[config.mk]
export PLATFORM = sky130hd
export DESIGN_NAME = data_stack
export DESIGN_NICKNAME = d
export VERILOG_FILES = /design/src/rtl/data_stack.sv
export SDC_FILE = /design/constraint.sdc
export NUM_CORES = 1
export LEC_CHECK = 0
export CAP_MARGIN = 20
export CORE_UTILIZATION = 60
export DETAILED_ROUTE_END_ITERATION = 6
export PLACE_DENSITY_LB_ADDON = 0.2
export SYNTH_ARGS = -nofsm -noshare
export SYNTH_HDL_FRONTEND = slang
export SYNTH_SLANG_ARGS = --single-unit
[constraint.sdc]
create_clock -name Clock -period 5.7 [get_ports Clock]
set_input_delay 0.855 -clock Clock [delete_from_list [all_inputs] [get_ports Clock]]
set_output_delay 0.855 -clock Clock [all_outputs]
set_load 0.01 [all_outputs]
[src/rtl/data_stack.sv]
// data_stack: LIFO cell stack for the Forth datapath with exposed top two cells and sticky error flags
// Ports: Clock/Reset (async, active-high); Op 00 hold, 01 push A, 10 pop, 11 replace top with A;
//        A cell input; ClearErr clears sticky flags; T/N top and second cell (0 when invalid);
//        Depth cell count; Empty/Full decodes; Overflow/Underflow sticky error flags.
module data_stack #(
  parameter int DEPTH = 8,
  localparam int DW = $clog2(DEPTH + 1)
) (
  input  logic                Clock,
  input  logic                Reset,
  input  logic [1:0]          Op,
  input  logic [3:0][0:2]     A,
  input  logic                ClearErr,
  output logic [3:0][0:2]     T,
  output logic [3:0][0:2]     N,
  output logic [DW-1:0]       Depth,
  output logic                Empty,
  output logic                Full,
  output logic                Overflow,
  output logic                Underflow
);
  localparam int AW = $clog2(DEPTH);
  typedef logic [3:0][0:2] cell_t;
  cell_t         mem_q [DEPTH];
  cell_t         mem_d [DEPTH];
  logic [DW-1:0] sp_q, sp_d;
  logic          ovf_q, ovf_d, unf_q, unf_d;
  assign Empty     = sp_q == '0;
  assign Full      = sp_q == DW'(DEPTH);
  assign Depth     = sp_q;
  assign Overflow  = ovf_q;
  assign Underflow = unf_q;
  // Invalid cells read as zero so stale data never reaches the ALU
  assign T = Empty ? '0 : mem_q[AW'(sp_q - DW'(1))];
  assign N = (sp_q < DW'(2)) ? '0 : mem_q[AW'(sp_q - DW'(2))];
  // ClearErr drops the flags first so a same-cycle error event still sets its own flag
  always_comb begin
    mem_d = mem_q;
    sp_d  = sp_q;
    ovf_d = ovf_q & ~ClearErr;
    unf_d = unf_q & ~ClearErr;
    if (Op == 2'b01) begin
      if (Full) ovf_d = 1'b1;
      else begin
        mem_d[AW'(sp_q)] = A;
        sp_d = sp_q + DW'(1);
      end
    end
    else if (Op[1] && Empty) unf_d = 1'b1;
    else if (Op == 2'b10) sp_d = sp_q - DW'(1);
    else if (Op == 2'b11) mem_d[AW'(sp_q - DW'(1))] = A;
  end
  always_ff @(posedge Clock or posedge Reset) begin
    if (Reset) begin
      sp_q  <= '0;
      ovf_q <= 1'b0;
      unf_q <= 1'b0;
      mem_q <= '{default: '0};
    end else begin
      sp_q  <= sp_d;
      ovf_q <= ovf_d;
      unf_q <= unf_d;
      mem_q <= mem_d;
    end
  end
endmodule

==> results of run 1 <==
[worst paths after layout]
path                        endpoint  slack [ns]
hold / removal              Overflow        0.53
hold reg to reg             Overflow        0.53
max in group asynchronous  mem_q[28]        3.70
setup reg to reg           mem_q[28]        2.93
setup / recovery                N[7]        1.94
min in group asynchronous  mem_q[25]        0.98
[Yosys cell counts]
master     instances
o32ai_1            1
or3b_2             4
nor2_1            14
mux4_2            48
and4bb_2           1
a21oi_1           14
o211a_1            1
mux2i_1           14
o41ai_1            1
clkbuf_1           6
dfrtp_1          102
nand3_1            1
a32o_1             1
and3b_1            1
and3_1             1
buf_4              5
xnor2_1            2
xor2_1             2
mux2_2            96
nor3_1             2
o32ai_4            1
o21ai_0            4
buf_2             12
nand2b_1           2
or3_1              1
o22ai_1            5
nand2_1           37
nor3b_1            2
inv_1              9
o21ai_2            1
o2bb2ai_1          1
ha_1               9
buf_6              5
[logic make-up (layout without fill, tap and decap cells)]
group | count (synthesis) | in the layout | synth area share
muxes | 158 | 158 | 0.403
DFF | 102 | 102 | 0.446
and+or+nand+nor | 66 | 66 | 0.0529
buffers and inverters | 37 | 81 | 0.0368
AOI/OAI and AO/OA | 30 | 30 | 0.0357
adders and majority gates | 9 | 9 | 0.0197
xor gates and xnor gates | 4 | 4 | 0.00613
[power groups by stage]
| stage | logic, mW | clock network [mW] | registers (mW) |
|---|---|---|---|
| after floorplan | 1.94 | 0 | 1.26 |
| after global placement | 2.77 | 0 | 1.32 |
| after detailed placement | 2.81 | 0 | 1.35 |
| after CTS | 2.83 | 0.502 | 1.34 |
| after global routing | 3.02 | 0.525 | 1.39 |
| final | 2.81 | 0.491 | 1.35 |
[per-stage QoR]
stage,worst slack (ns),cells,total power [mW],hold slack (ns),util
after floorplan,1.96,406,3.20,0.491,-
after global placement,1.88,563,4.09,0.501,0.677
after detailed placement,1.81,563,4.17,0.513,0.677
after CTS,1.91,579,4.67,0.539,0.700
after global routing,1.76,579,4.94,0.550,0.700
final,1.94,579,4.65,0.535,0.700
[area by class of cell]
cell class	count	share of cell area
clock buffers	9	0.0191
flip-flops and latches	102	0.395
multi-input cells	267	0.458
inverters	9	0.00561
repair buffers	56	0.0835
well taps	129	0.0249
clock inverters	7	0.0137
[critical path, delay by kind of cell, from the launching register on]
| kind | cells | cell delay, ns |
|---|---|---|
| buf+inv | 2 | 0.68 |
| mux | 1 | 0.19 |
| simple gates | 1 | 0.14 |
| fa+ha+maj | 1 | 0.86 |
| flops | 1 | 0.65 |
[registers in the layout, summed over array words and instances (netlist names)]
name	count
Depth	4
Overflow	1
Underflow	1
mem_q	96
[routing by layer]
metal / GRT usage / wire length (um)
met1: 0.370 / 5120
met2: 0.459 / 6280
met3: 0.0436 / 751
met4: 0.0905 / 224
met5: 0 / 0
==> reports/qor.csv, run 1 <==
stage,metric,value,unit
layout,area_growth_syn_to_layout,13.1,%
drt,wl_per_cell,21.4,um
layout,antenna_cells,0,
pwr,vdd_ir_drop_max,0.000428,V
layout,finalNetCount,471,
place,gp_congestion,0.812,
job,drv_cap,0,
clocking,clock_path_buffers,2,
drt,drt_first_pass_iters,4,
pwr,switching_power,1.73,mW
pwr,leakage,2.72,nW
clocking,cts_made_buffers,9,
layout,nFillCells,636,
clocking,cts.clk_slew.worst_paths,0.10,ns
grt,grt_first_pass_wirelength,20200,um
grt,grt_usage,0.274,
setup_path,worst_ep_required_time,4.85,ns
clocking,htreeDepth,3,
drt,wirelength,12400,um
sta,clock_skew,0.0100,ns
layout,ff_latch_area,2550,um^2
pwr,switching_share,0.373,
floorplanning,die_h,99.6,um
synth,synth_cells,406,
synth,yosysUniqueCellTypes,33,
clocking,post_cts_buffers,0,
grt,first_global_vias,3804,
grt,antenna_found_initial,0,
setup_path,crit_path_top_delay_cell,ha_1,
pwr,comb_power_share,0.605,
grt,gr-total-overflow,0,
sta,fmax,0.266,GHz
drt,drc,0,
setup_path,cpPeakStageDelay,0.86,ns
pwr,p_per_area,718,nW/um^2
drt,drt_iter0_drc,187,
layout,multi_input_area,2970,um^2
layout,final_cell_mix,"dfrtp_1, mux2_2, mux4_2, clkdlybuf4s50_1, nand2_1",
pwr,p_int,2.91,mW
layout,drive_above_1_share,0.398,
sta,slew_headroom,0.405,
sta,fin_setup_tns,0,ns
floorplanning,die-area,9930,um^2
setup_path,regToRegStartpoint,Depth[0],
synth,syn_avg_cell_area,14.1,um^2
clocking,cts_tree,yes,
setup_path,path_max_fanout,13,
pwr,p_seq_frac,0.290,
floorplanning,core_area,9240,um^2
clocking,cts-root-buf,clkbuf_8,
clocking,cts_hold_buf,0,
setup_path,ff2ff_path_depth,7,
clocking,cts_sinks,102,
sta,post-route-period-util,0.660,
layout,final_common_cell,dfrtp_1,
pwr,p_clk_frac,0.106,
sta,rsz0062_at_grt,false,
setup_path,arrival,2.91,ns
synth,synth_top_area_frac,0.446,
place,port_buffers,48,
place,post_dp_cell_area,6260,um^2
setup_path,crit_chain,inv_1 > ha_1 > mux2i_1 > nor2_1 > clkdlybuf4s50_1,
worst_hold_path,hold_depth,2,
worst_hold_path,min_path_type,register to register,
synth,yosysSeqAreaShare,0.446,
synth,synth_top_area_cell,dfrtp_1,
clocking,clk_latency,0.38,ns
sta,hold_viol_final,0,
worst_hold_path,hold_start,Overflow,
synth,yosys_warnings,0,
setup_path,path_class,register to primary output,
sta,setup_viol,0,
sta,worst_pin_slew,0.893,ns
floorplanning,row_count,35,
setup_path,crit_path_start,Depth[2],
drt,ant_nets,0,
synth,synth.area.top_cells,"dfrtp_1, mux2_2, mux4_2, mux2i_1, nand2_1",
outcome,status,"finished, final reports clean",
drt,num_vias,3719,
floorplanning,die_w,99.6,um
grt,grt_max_degree,65,
place,place_hpwl,7620,um
floorplanning,io_pins,49,
sta,period_minus_slack,3.76,ns
drt,viasPerCell,6.42,
synth,synth_nets,432,
setup_path,end_kind,primary output,
clocking,cts_resized,0,
floorplanning,initial_core_util,0.619,
layout,final_area,6470,um^2
sta,slew_violations,0,
synth,syn_area,5720,um^2
setup_path,cp-start-kind,register,
synth,ys_ff_latch,102,
No activity file was read; power rests on OpenSTA's default activity.
==> run 2: changes to the inputs <==
--- a/config.mk
+++ b/config.mk
@@ -6,7 +6,7 @@
 export NUM_CORES = 1
 export LEC_CHECK = 0
 export CAP_MARGIN = 20
-export CORE_UTILIZATION = 60
+export CORE_UTILIZATION = 53
 export DETAILED_ROUTE_END_ITERATION = 6
 export PLACE_DENSITY_LB_ADDON = 0.2
 export SYNTH_ARGS = -nofsm -noshare
==> constraint.sdc (replaced) <==
create_clock -name Clock -period 3.15 [get_ports Clock]
set_input_delay 0.4725 -clock Clock [delete_from_list [all_inputs] [get_ports Clock]]
set_output_delay 0.4725 -clock Clock [all_outputs]
set_load 0.01 [all_outputs]
==> run 2 against run 1 <==
  * Global-route usage shrank 2.7 points
  * Clock skew shrank 0.0050 ns
  * Largest power group unchanged
  * Clock power grew 56%
  * Cell area grew 2.2%
  * Via count shrank 1.4%
  * Highest routed layer unchanged
  * Worst setup slack lost 1.8 ns
==> reports/qor.csv, run 2 (same netlist as run 1, synthesis figures left out) <==
stage,metric,value,unit
sta,hold_viol_final,0,
layout,area_growth_syn_to_layout,15.7,%
sta,setup_viol,0,
layout,final_cell_mix,"dfrtp_1, mux2_2, mux4_2, clkdlybuf4s50_1, nand2_1",
setup_path,cp-start-kind,register,
setup_path,crit_path_start,Depth[1],
layout,antenna_cells,0,
clocking,cts_resized,1,
drt,num_vias,3666,
drt,drc,0,
floorplanning,die_w,106,um
outcome,status,"finished, final reports clean",
place,port_buffers,48,
pwr,leakage,2.78,nW
floorplanning,die_h,106,um
sta,worst_pin_slew,0.777,ns
drt,drt_first_pass_iters,4,
clocking,cts_sinks,102,
layout,largest_reg_flops,96,
grt,gr-total-overflow,0,
clocking,cts_hold_buf,0,
sta,slew_violations,0,
clocking,cts-root-buf,clkbuf_8,
grt,antenna_found_initial,0,
pwr,p_per_area,1290,nW/um^2
grt,grt_usage,0.247,
setup_path,ff2ff_path_depth,7,
sta,period_minus_slack,3.01,ns
sta,rsz0062_at_grt,false,
layout,drive_above_1_share,0.424,
layout,nFillCells,809,
layout,top_register,mem_q,
drt,wirelength,12600,um
sta,worst_slack,0.144,ns
grt,first_global_vias,3718,
drt,viasPerCell,6.10,
grt,grt_max_degree,73,
setup_path,end_kind,primary output,
job,drv_cap,0,
sta,clock_skew,0.00506,ns
floorplanning,io_pins,49,
layout,utilization,0.635,
sta,fmax,0.333,GHz
sta,post-route-period-util,0.954,
floorplanning,core_area,10400,um^2
worst_hold_path,min_path_type,input pin to async pin,
floorplanning,die-area,11200,um^2
clocking,cts_tree,yes,
clocking,clk_latency,0.37,ns
pwr,vdd_ir_drop_max,0.000736,V
sta,slew_headroom,0.482,
clocking,clock_path_buffers,2,
setup_path,arrival,2.53,ns
clocking,post_cts_buffers,0,
layout,final_common_cell,dfrtp_1,
setup_path,worst_ep_required_time,2.68,ns
drt,ant_nets,0,
floorplanning,initial_core_util,0.549,
pwr,power,8.51,mW
floorplanning,row_count,37,
setup_path,path_max_fanout,23,
drt,wl_per_cell,21.0,um
setup_path,path_class,register to primary output,
sta,fin_setup_tns,0,ns
place,place_hpwl,8190,um
clocking,htreeDepth,3,
setup_path,regToRegStartpoint,Depth[1],
place,dp_slack,0.277,ns
layout,finalNetCount,487,
drt,drt_iter0_drc,237,
grt,grt_first_pass_wirelength,20600,um
clocking,cts.clk_slew.worst_paths,0.09,ns
clocking,cts_made_buffers,9,
place,gp_congestion,0.761,
-- run 2: cell types whose count changed in the layout (fill, tap and decap cells not counted), sizes merged --
| cell | change |
|---|---|
| buf | +16 |
| clkbuf | +2 |
| bufinv | -1 |
| clkinv | -1 |
| inv | -1 |
-- run 2: final cells by class --
class / instances / area [um^2] / share of cell area
Clock buffer: 11 / 141 / 0.0214
Clock inverter: 4 / 30.0 / 0.00454
Inverter: 9 / 36.3 / 0.00549
Multi-Input combinational cell: 267 / 2990 / 0.451
Sequential cell: 102 / 2550 / 0.386
Tap cell: 136 / 170 / 0.0257
Timing Repair Buffer: 72 / 698 / 0.106
-- run 2: path summary, 6_finish.rpt --
path	end	slack, ns
worst max-delay path	T[3]	0.14
max in group asynchronous	mem_q[21]	1.99
worst min register to register	mem_q[6]	0.53
min in group Clock	mem_q[6]	0.53
worst min-delay path	mem_q[73]	0.45
worst max register to register	mem_q[93]	0.74
-- run 2: power breakdown --
group | switching (mW) | internal [mW]
Combinational | 2.22 | 3.11
Sequential | 0.466 | 1.95
Clock | 0.456 | 0.310
-- run 2: metal layers --
layer / global-route usage / share of wire
met1: 0.351 / 0.46
met2: 0.391 / 0.49
met3: 0.0396 / 0.041
met4: 0.0764 / 0.011
met5: 0 / 0
-- run 2: worst max-delay path: stages, from the launching register on --
cell and delay, ns:
dfrtp_1 0.38, inv_1 0.11, ha_4 0.30, buf_12 0.20
mux4_2 0.52, nand2_1 0.10, a21oi_2 0.07, clkdlybuf4s50_1 0.47
-- run 2: per-stage QoR --
stage,hold slack [ns],std cells,cell area (um^2)
floorplan,0.491,406,5730
global placement,0.501,586,6420
detailed placement,0.512,586,6420
CTS,0.444,601,6600
global route,0.479,601,6620
finish,0.448,601,6620
